$ cat src/rtl/mem_bus_stage.sv
// MEM pipeline stage: passes non-memory results through and runs loads/stores as one
// req/ack bus transaction each. Optional bus timeout is enabled with `define MEM_TIMEOUT_EN.
module mem_bus_stage #(
  parameter int TIMEOUT_CYCLES = 16,
  parameter int TO_CNT_W       = 5
) (
  input  logic        clk,
  input  logic        rst,
  input  logic [4:0]  wd_i,
  input  logic        wreg_i,
  input  logic [31:0] wdata_i,
  input  logic [7:0]  aluop_i,
  input  logic [31:0] mem_addr_i,
  input  logic [31:0] reg2_i,
  input  logic        flush_i,
  output logic        stallreq_o,
  output logic        bus_req_o,
  output logic        bus_we_o,
  output logic [31:0] bus_addr_o,
  output logic [3:0]  bus_sel_o,
  output logic [31:0] bus_wdata_o,
  input  logic [31:0] bus_rdata_i,
  input  logic        bus_ack_i,
  output logic [4:0]  wb_wd_o,
  output logic        wb_wreg_o,
  output logic [31:0] wb_wdata_o,
  output logic        misalign_o,
  output logic        bus_err_o
);

  localparam logic [7:0] OP_LB  = 8'b1110_0000;
  localparam logic [7:0] OP_LBU = 8'b1110_0100;
  localparam logic [7:0] OP_LH  = 8'b1110_0001;
  localparam logic [7:0] OP_LHU = 8'b1110_0101;
  localparam logic [7:0] OP_LW  = 8'b1110_0011;
  localparam logic [7:0] OP_SB  = 8'b1110_1000;
  localparam logic [7:0] OP_SH  = 8'b1110_1001;
  localparam logic [7:0] OP_SW  = 8'b1110_1011;

  typedef enum logic { IDLE, BUS_WAIT } state_t;
  typedef enum logic [1:0] { SZ_B, SZ_H, SZ_W } size_t;

  state_t      state, state_next;
  logic        is_load, is_store, is_mem, sext, misaligned, aligned_mem;
  size_t       size;
  logic [3:0]  sel;
  logic [31:0] wdata_lanes;
  logic        timeout_hit;

  // Transaction context captured when the request is issued
  logic        op_load, op_wreg, op_sext, op_flushed;
  size_t       op_size;
  logic [1:0]  op_lane;
  logic [4:0]  op_wd;
  logic [7:0]  rbyte;
  logic [15:0] rhalf;
  logic [31:0] load_data;

  // NOTE: every signal written in always_comb gets a default first so no latch is inferred.
  always_comb begin
    is_load  = 1'b0;
    is_store = 1'b0;
    size     = SZ_W;
    sext     = 1'b0;
    case (aluop_i)
      OP_LB:   begin is_load  = 1'b1; size = SZ_B; sext = 1'b1; end
      OP_LBU:  begin is_load  = 1'b1; size = SZ_B; end
      OP_LH:   begin is_load  = 1'b1; size = SZ_H; sext = 1'b1; end
      OP_LHU:  begin is_load  = 1'b1; size = SZ_H; end
      OP_LW:   begin is_load  = 1'b1; size = SZ_W; end
      OP_SB:   begin is_store = 1'b1; size = SZ_B; end
      OP_SH:   begin is_store = 1'b1; size = SZ_H; end
      OP_SW:   begin is_store = 1'b1; size = SZ_W; end
      default: ;
    endcase
  end

  assign is_mem      = is_load | is_store;
  assign misaligned  = is_mem & (((size == SZ_H) & mem_addr_i[0]) |
                                 ((size == SZ_W) & (mem_addr_i[1:0] != 2'b00)));
  assign aligned_mem = is_mem & ~misaligned;

  // Big-endian lanes: sel[3] carries data[31:24], the byte at offset 00
  always_comb begin
    sel         = 4'b1111;
    wdata_lanes = reg2_i;
    case (size)
      SZ_B: begin
        sel         = 4'b1000 >> mem_addr_i[1:0];
        wdata_lanes = {4{reg2_i[7:0]}};
      end
      SZ_H: begin
        sel         = mem_addr_i[1] ? 4'b0011 : 4'b1100;
        wdata_lanes = {2{reg2_i[15:0]}};
      end
      default: ;
    endcase
  end

  always_comb begin
    rbyte = bus_rdata_i[31:24];
    case (op_lane)
      2'd1:    rbyte = bus_rdata_i[23:16];
      2'd2:    rbyte = bus_rdata_i[15:8];
      2'd3:    rbyte = bus_rdata_i[7:0];
      default: ;
    endcase
    rhalf = op_lane[1] ? bus_rdata_i[15:0] : bus_rdata_i[31:16];
    case (op_size)
      SZ_B:    load_data = {{24{op_sext & rbyte[7]}}, rbyte};
      SZ_H:    load_data = {{16{op_sext & rhalf[15]}}, rhalf};
      default: load_data = bus_rdata_i;
    endcase
  end

  // Reset gates the stall so it drops together with the asynchronously cleared request
  assign stallreq_o = ~rst & (((state == IDLE) & aligned_mem & ~flush_i) |
                              ((state == BUS_WAIT) & ~bus_ack_i & ~timeout_hit));

  // NOTE: sequential state uses non-blocking assignments with an asynchronous reset.
  always_ff @(posedge clk or posedge rst) begin
    if (rst) state <= IDLE;
    else     state <= state_next;
  end

  always_comb begin
    state_next = state;
    case (state)
      IDLE:     if (aligned_mem & ~flush_i) state_next = BUS_WAIT;
      BUS_WAIT: if (bus_ack_i | timeout_hit) state_next = IDLE;
      default:  state_next = IDLE;
    endcase
  end

`ifdef MEM_TIMEOUT_EN
  logic [TO_CNT_W-1:0] to_cnt;

  assign timeout_hit = (state == BUS_WAIT) & ~bus_ack_i &
                       (to_cnt == TO_CNT_W'(TIMEOUT_CYCLES - 1));

  always_ff @(posedge clk or posedge rst) begin
    if (rst) begin
      to_cnt    <= '0;
      bus_err_o <= 1'b0;
    end else begin
      to_cnt    <= (state == BUS_WAIT) ? to_cnt + 1'b1 : '0;
      bus_err_o <= timeout_hit;
    end
  end
`else
  assign timeout_hit = 1'b0;
  assign bus_err_o   = 1'b0;
`endif

  always_ff @(posedge clk or posedge rst) begin
    if (rst) begin
      bus_req_o   <= 1'b0;
      bus_we_o    <= 1'b0;
      bus_addr_o  <= '0;
      bus_sel_o   <= '0;
      bus_wdata_o <= '0;
      wb_wd_o     <= '0;
      wb_wreg_o   <= 1'b0;
      wb_wdata_o  <= '0;
      misalign_o  <= 1'b0;
      op_load     <= 1'b0;
      op_wreg     <= 1'b0;
      op_sext     <= 1'b0;
      op_size     <= SZ_W;
      op_lane     <= '0;
      op_wd       <= '0;
      op_flushed  <= 1'b0;
    end else begin
      misalign_o <= 1'b0;
      case (state)
        IDLE: begin
          op_flushed <= 1'b0;
          if (flush_i) begin
            wb_wreg_o <= 1'b0;
          end else if (misaligned) begin
            wb_wreg_o  <= 1'b0;
            misalign_o <= 1'b1;
          end else if (aligned_mem) begin
            bus_req_o   <= 1'b1;
            bus_we_o    <= is_store;
            bus_addr_o  <= {mem_addr_i[31:2], 2'b00};
            bus_sel_o   <= sel;
            bus_wdata_o <= wdata_lanes;
            op_load     <= is_load;
            op_wreg     <= wreg_i;
            op_sext     <= sext;
            op_size     <= size;
            op_lane     <= mem_addr_i[1:0];
            op_wd       <= wd_i;
            wb_wreg_o   <= 1'b0;
          end else begin
            wb_wd_o    <= wd_i;
            wb_wreg_o  <= wreg_i;
            wb_wdata_o <= wdata_i;
          end
        end
        BUS_WAIT: begin
          if (bus_ack_i) begin
            bus_req_o  <= 1'b0;
            bus_we_o   <= 1'b0;
            bus_sel_o  <= '0;
            wb_wd_o    <= op_wd;
            wb_wreg_o  <= op_load & op_wreg & ~(op_flushed | flush_i);
            wb_wdata_o <= op_load ? load_data : '0;
          end else if (timeout_hit) begin
            bus_req_o <= 1'b0;
            bus_we_o  <= 1'b0;
            bus_sel_o <= '0;
            wb_wreg_o <= 1'b0;
          end else begin
            wb_wreg_o <= 1'b0;
            if (flush_i) op_flushed <= 1'b1;
          end
        end
        default: ;
      endcase
    end
  end

endmodule

$ cat config.mk
export PLATFORM = sky130hd
export DESIGN_NAME = mem_bus_stage
export DESIGN_NICKNAME = d
export VERILOG_FILES = /design/src/rtl/mem_bus_stage.sv
export SDC_FILE = /design/constraint.sdc
export NUM_CORES = 1
export LEC_CHECK = 0
export CORE_ASPECT_RATIO = 1.75
export CORE_UTILIZATION = 44
export CTS_CLUSTER_DIAMETER = 80
export DETAILED_ROUTE_END_ITERATION = 7
export HOLD_SLACK_MARGIN = 0.02
export PLACE_DENSITY = 0.8
export RECOVER_POWER = 25
export SLEW_MARGIN = 20
export SYNTH_ARGS = -nofsm -noshare
export SYNTH_HDL_FRONTEND = slang
export SYNTH_SLANG_ARGS = --single-unit
$ cat constraint.sdc
create_clock -name clk -period 5.2 [get_ports clk]
set_clock_uncertainty 0.15 [all_clocks]
set_input_delay 1.04 -clock clk [delete_from_list [all_inputs] [get_ports clk]]
set_output_delay 1.04 -clock clk [all_outputs]
set_load 0.1 [all_outputs]
Word level (Yosys, flattened, before mapping)
Index checks and enable logic that the tools add are counted.
{ "totals": {"reg_bits": 121, "latch_bits": 0, "ramBits": 0, "romBits": 0, "in_bits": 146, "output_inout_bits": 111, "wordCells": 123, "mem_count": 0} }
{ "classes": {"add_sub_neg": 0, "multipliers": 0, "div_mod_pow": 0, "order_cmp": 0, "n_eq_ne": 21, "shifts": 1, "muxes": 49, "n_bitwise": 23, "reduce_logical": 12} }
{ "ops": {"columns": ["operator", "n"], "rows": [
  ["case mux 32 bit (2 select lines)", 3],
  ["two-way mux 32 bit", 5],
  ["equality test 8 bit (second input constant)", 8],
  ["case mux 8 bit (3 select lines)", 1],
  ["two-way mux 1 bit", 21],
  ["two-way mux 4 bit", 5],
  ["two-way mux 5 bit", 4],
  ["two-way mux 16 bit", 1],
  ["case mux 4 bit (2 select lines)", 2],
  ["!= test 2 bit (second input constant)", 7],
  ["AND 1 bit", 13],
  ["AND reduction 4 bit", 3],
  ["case mux 1 bit (2 select lines)", 5],
  ["case mux 5 bit (2 select lines)", 1],
  ["OR reduction 3 bit", 3],
  ["equality test 2 x 1 -> 1 bit (second input constant)", 3],
  ["equality test 2 bit (second input constant)", 3],
  ["inverter 1 bit", 6],
  ["OR reduction 5 bit", 1],
  ["logical NOT 2 bit", 2],
  ["OR 1 bit", 4],
  ["case mux 2 bit (2 select lines)", 1],
  [">> shifter 4 x 2 -> 4 bit (first input constant)", 1],
  ["AND reduction 2 bit", 1],
  ["2 further kinds", 2]
]} }

Longest topological paths before layout
{ "depth": {"word_depth": 13, "mapped_depth": 7, "ltp_nobuf": 4} }

Worst setup path before layout
OpenSTA, ideal clock, no wires.
{ "synth_timing": {"kind": "input-to-output", "startpoint": "in aluop_i[4]", "endpoint": "out stallreq_o", "arrival_time_ps": 3752, "setup_slack_ps": 258, "cell_stages": 6, "n_path_buf": 2, "cell_sequence": "nand4b_2 a211o_1 a221o_1 buf_6 buf_2 a21oi_1"} }
{ "synth_between": {"elab_chain_cells": 13} }
{ "synth_rtl": {"columns": ["item", "line_no", "source"], "rows": [
  ["start, declared", "12", "input logic [7:0] aluop_i,"],
  ["equality test 8 bit", "65", "case (aluop_i)"],
  ["OR reduction 3 bit (no line)", null, null],
  ["case mux 2 bit (2 select lines)", "65", null],
  ["equality test 2 x 1 -> 1 bit or equality test 2 bit (tied branches)", "79, 80", null],
  ["AND 1 bit (on tied branches)", "79, 80", null],
  ["OR 1 bit", "79", "assign misaligned = is_mem & (((size == SZ_H) & mem_addr_i[0]) |"],
  ["AND 1 bit", "79", null],
  ["inverter 1 bit (no line)", null, null],
  ["AND 1 bit (*)", "81", "assign aligned_mem = is_mem & ~misaligned;"],
  ["AND 1 bit (*) (2 in a row)", "117", "assign stallreq_o = ~rst & (((state == IDLE) & aligned_mem & ~flush_i) |"],
  ["OR 1 bit (*)", "117", null],
  ["AND 1 bit (*)", "117", null],
  ["end, declared", "16", "output logic stallreq_o,"]
]} }
Every way passes the cells marked *; elsewhere a longest branch is shown, timed or not.

Worst setup path in the final report
{ "layout_timing": {"startpoint": "in aluop_i[0]", "endpoint": "out stallreq_o"} }
Same word-level chain as after synthesis.

==> impl_results.html <==
<table>
<tr><th>Metric</th><th>Value</th></tr>
<tr><th colspan="2">Place</th></tr>
<tr><td>Dpl ws</td><td>680.1 ps</td></tr>
<tr><td>Detailed Place HPWL</td><td>14.61 mm</td></tr>
<tr><td>Number of placed instances, taps included</td><td>914</td></tr>
<tr><td>Routability congestion estimate</td><td>0.9712</td></tr>
<tr><td>Total cell area at the placement stage</td><td>0.008911 mm2</td></tr>
<tr><td>Port Buffers</td><td>253</td></tr>
<tr><th colspan="2">Setup path</th></tr>
<tr><td>Maximum net fanout on the critical path</td><td>14</td></tr>
<tr><td>Worst endpoint required time</td><td>4010 ps</td></tr>
<tr><td>Critical path endpoint category</td><td>output pin</td></tr>
<tr><td>Kind of start point of the critical path</td><td>input port</td></tr>
<tr><td>Critical path arrival</td><td>3440 ps</td></tr>
<tr><td>Source of the worst register-to-register timing path</td><td>state</td></tr>
<tr><td>Critical path startpoint</td><td>aluop_i[0]</td></tr>
<tr><td>Class of the most critical setup path</td><td>in -&gt; out</td></tr>
<tr><th colspan="2">Drt</th></tr>
<tr><td>Via total after detailed routing</td><td>5,289</td></tr>
<tr><td>Post-Route WL</td><td>19.60 mm</td></tr>
<tr><td>Initial detailed-routing violation count</td><td>about 250</td></tr>
<tr><td>Average detailed-routed wire length per instance</td><td>20.71 um</td></tr>
<tr><td>Remaining design rule violation count</td><td>0</td></tr>
<tr><td>Remaining number of nets flagged by the antenna check after routing</td><td>0</td></tr>
<tr><td>Number of detailed-routing iterations run before antenna repair</td><td>4</td></tr>
<tr><td>Vias per cell</td><td>5.591</td></tr>
<tr><th colspan="2">GRT</th></tr>
<tr><td>Most used routing layer in global routing</td><td>met2</td></tr>
<tr><td>First-pass GRT wire length</td><td>approximately 31 mm</td></tr>
<tr><td>Via count of the first global-routing pass</td><td>5,859</td></tr>
<tr><td>Total global-route track usage</td><td>27.32%</td></tr>
<tr><td>Overflow left after global routing</td><td>0</td></tr>
<tr><td>GRT met3 Usage</td><td>6.143%</td></tr>
<tr><td>Met1 demand-to-capacity share in global routing</td><td>27.86%</td></tr>
<tr><td>Number of antenna violations at the first check in global routing</td><td>0</td></tr>
<tr><td>Met2 layer usage reported by global route</td><td>50.34%</td></tr>
<tr><td>Maximum number of pins on one net before global-route repair</td><td>59</td></tr>
<tr><th colspan="2">CTS</th></tr>
<tr><td>Max H-tree Level</td><td>4</td></tr>
<tr><td>Number of buffers added by the clock tree synthesis step</td><td>17</td></tr>
<tr><td>Clock Tree Buf Depth</td><td>2</td></tr>
<tr><td>Clock-pin slew reported for the worst setup and hold paths after clock tree synthesis</td><td>60 ps</td></tr>
<tr><td>CTS tree</td><td>built</td></tr>
<tr><td>CTS-repair resized insts</td><td>0</td></tr>
<tr><td>Post-CTS setup buffers</td><td>0</td></tr>
<tr><td>Hold buffer count at CTS</td><td>0</td></tr>
<tr><td>Clock latency on the worst-skew pair</td><td>410 ps</td></tr>
<tr><td>CTS Root Buffer Type</td><td>clkbuf_16</td></tr>
<tr><td>CTS sink cnt</td><td>121</td></tr>
<tr><th colspan="2">Power and ir drop</th></tr>
<tr><td>Leakage power total</td><td>roughly 0.0042 uW</td></tr>
<tr><td>Power share of the sequential group</td><td>31.9%</td></tr>
<tr><td>Switch share</td><td>38.58%</td></tr>
<tr><td>Power spent charging and discharging nets</td><td>1319 uW</td></tr>
<tr><td>Internal portion of total power</td><td>2100 uW</td></tr>
<tr><td>Clock group share of total power</td><td>35.4%</td></tr>
<tr><td>Max rail drop VDD</td><td>0.2134 mV</td></tr>
<tr><td>Power share of the combinational group</td><td>32.7%</td></tr>
<tr><td>Power Density</td><td>around 360 mW/mm2</td></tr>
<tr><th colspan="2">Floorplan</th></tr>
<tr><td>Initial Util</td><td>between 40 and 50%</td></tr>
<tr><td>Number of cell rows</td><td>57</td></tr>
<tr><td>Core region area</td><td>0.01391 mm2</td></tr>
<tr><td>Ports</td><td>between 200 and 300</td></tr>
<tr><td>Die extent in y</td><td>160.1 um</td></tr>
<tr><td>Overall die area</td><td>0.01479 mm2</td></tr>
<tr><td>Horizontal die dimension</td><td>between 90 and 100 um</td></tr>
<tr><th colspan="2">Worst hold path</th></tr>
<tr><td>Startpoint of the most critical hold path</td><td>bus_req_o</td></tr>
<tr><td>Worst min-delay path category</td><td>reg -&gt; reg</td></tr>
<tr><th colspan="2">STA</th></tr>
<tr><td>Worst Slack Setup Final</td><td>around 570 ps</td></tr>
<tr><td>Remaining max-slew budget at the tightest pin</td><td>-74.25%</td></tr>
<tr><td>Setup_tns</td><td>0 ps</td></tr>
<tr><td>Transition time at the pin with the least slew margin</td><td>2599 ps</td></tr>
<tr><td>Fin. max-slew vios</td><td>59</td></tr>
<tr><td>Final Critical Period</td><td>4628 ps</td></tr>
<tr><td>Part of the cycle the worst path needs</td><td>about nine tenths</td></tr>
<tr><td>Number of failing hold endpoints at the final stage</td><td>0</td></tr>
<tr><td>Achievable frequency</td><td>216.1 MHz</td></tr>
<tr><td>Final setup vio count</td><td>0</td></tr>
<tr><td>Unrepaired setup endpoints after global routing</td><td>no</td></tr>
<tr><th colspan="2">Layout</th></tr>
<tr><td>Final instance area</td><td>about 0.0095 mm2</td></tr>
<tr><td>Area grow syn2layout</td><td>51.18%</td></tr>
<tr><td>Cell Count, Final, Fillers Out</td><td>between 900 and 1,000</td></tr>
<tr><td>Total of fill cells in the finished design</td><td>1,079</td></tr>
<tr><td>Number of inserted diodes</td><td>0</td></tr>
<tr><td>Number of nets in the layout</td><td>approximately 900</td></tr>
<tr><td>Proportion of layout cells with a drive suffix above 1</td><td>20.55%</td></tr>
<tr><th colspan="2">Outcome</th></tr>
<tr><td>Failing checks</td><td>capacitance limit, slew limit</td></tr>
<tr><td>Status</td><td>finished, violations left</td></tr>
<tr><th colspan="2">Synthesis</th></tr>
<tr><td>Number of flops mapped to enable cells by yosys</td><td>0</td></tr>
<tr><td>Commonest register cell after synthesis</td><td>dfrtp_1</td></tr>
<tr><td>Per-instance average area after synthesis</td><td>between 10 and 15 um2</td></tr>
<tr><td>Mapped Area</td><td>0.006287 mm2</td></tr>
<tr><td>Synthesized netlist cell count</td><td>518</td></tr>
<tr><td>Count of unique library cells instantiated by Yosys</td><td>53</td></tr>
<tr><td>Number of synthesis warnings</td><td>0</td></tr>
<tr><td>Sequential share of the synthesized area</td><td>48.18%</td></tr>
<tr><td>Post-synth ARST share</td><td>100.0%</td></tr>
<tr><td>Synthesized flop and latch total</td><td>~120</td></tr>
<tr><th colspan="2">Job</th></tr>
<tr><td>Maxcap violations</td><td>1</td></tr>
</table>
## registers in the layout, indices dropped and copies added (netlist names), 2 cells and up
name	cells
bus_addr_o	30
wb_wdata_o	32
op_lane	2
wb_wd_o	5
op_size	2
bus_wdata_o	32
bus_sel_o	4
op_wd	5
## cells in the mapped netlist (2+ instances only)
| master | instances | area [um2] |
|---|---|---|
| o2bb2ai_1 | 7 | 61.31 |
| clkbuf_1 | 24 | 90.09 |
| a31oi_1 | 25 | 156.4 |
| dfrtp_1 | 120 | 3003 |
| a22oi_1 | 17 | 127.6 |
| nand2b_1 | 4 | 25.02 |
| nand2_1 | 20 | 75.07 |
| buf_4 | 3 | 22.52 |
| nor2_1 | 13 | 48.80 |
| or3b_2 | 3 | 26.28 |
| or2_2 | 2 | 12.51 |
| o22ai_1 | 12 | 75.07 |
| inv_1 | 12 | 45.04 |
| nor3_1 | 29 | 145.1 |
| buf_6 | 8 | 90.09 |
| nor4b_1 | 2 | 17.52 |
| a211oi_1 | 7 | 52.55 |
| a211o_1 | 6 | 52.55 |
| and2_1 | 2 | 12.51 |
| buf_1 | 3 | 11.26 |
| mux2_2 | 32 | 360.4 |
| a21oi_1 | 11 | 55.05 |
| nor3b_1 | 5 | 37.54 |
| mux2_1 | 2 | 22.52 |
| o21ai_0 | 8 | 40.04 |
| buf_2 | 6 | 30.03 |
| o221ai_1 | 10 | 87.58 |
| nand3_1 | 12 | 60.06 |
| mux2_4 | 70 | 1051 |
| clkinv_1 | 2 | 7.510 |
| mux2i_1 | 16 | 160.2 |
| nor2b_1 | 4 | 25.02 |
## logic make-up after synthesis
| family | after synthesis | synth area share, % |
|---|---|---|
| and+or+nand+nor | 106 | 8.995 |
| DFF | 121 | 48.18 |
| muxes | 121 | 25.71 |
| AOI/OAI and AO/OA | 110 | 12.26 |
| other | 1 | 0.05964 |
| buffers and inverters | 59 | 4.796 |
## routing by layer
layer  part of all wire, %  vias to the layer above
li1                      -                     2400
met1                    35                     2579
met2                    54                      255
met3                   6.6                       55
met4                   4.7                        0
met5                     0                        -
## final timing paths
check / end / slack (ps) / cells after the start
max in group asynchronous: bus_addr_o[10] / 1480 / 3
worst min register to register: bus_req_o / 320 / 2
worst max register to register: bus_addr_o[23] / 2080 / 6
worst min-delay path: bus_req_o / 320 / 2
worst max-delay path: stallreq_o / 570 / 7
min in group asynchronous: wb_wdata_o[11] / 1710 / 2
## cells in the final DEF, fill, tap and decap left out, types with 5 or more instances in the layout
cell type / n
a211o_1: 6
a211oi_1: 7
a21oi_1: 11
a22oi_1: 17
a31oi_1: 25
buf_4: 6
clkbuf_16: 17
clkdlybuf4s50_1: 250
dfrtp_1: 120
inv_1: 11
inv_6: 6
mux2_2: 32
mux2_4: 70
mux2i_1: 16
nand2_1: 20
nand3_1: 12
nor2_1: 12
nor3_1: 29
nor3b_1: 5
o21ai_0: 8
o221ai_1: 10
o22ai_1: 12
o2bb2ai_1: 7
## stage by stage
step	power [uW]	utilization, %	hold WS (ps)
after global routing	3530	68.35	345.0
after global placement	2211	64.08	312.3
final	3419	68.35	321.4
after CTS	3446	68.42	330.0
after floorplan	1878	-	313.2
after detailed placement	2224	64.08	315.4
## layout make-up
type / instances / area [um2] / share of cell area (%)
Tap cell: 177 / 221.5 / 2.330
Sequential cell: 121 / 3029 / 31.87
Inverter: 14 / 53.80 / 0.5660
Timing Repair Buffer: 262 / 2601 / 27.37
Clock inverter: 15 / 178.9 / 1.882
Clock buffer: 17 / 425.4 / 4.475
Multi-Input combinational cell: 340 / 2995 / 31.51
## critical path: stages
cell and delay [ps]:
clkdlybuf4s50_1 450, clkbuf_1 630, nand2b_1 310, nand4_1 160, a221o_4 360, a21oi_1 260
buf_12 220
## power groups by stage
stage	Combinational (uW)	Clock (uW)	Sequential [uW]
after floorplan	215	0	1660
after global placement	1110	0	1100
after detailed placement	1120	0	1100
after CTS	1120	1230	1090
after global routing	1150	1280	1100
final	1120	1210	1090
Note: power is estimated with default switching activity, not from simulation.
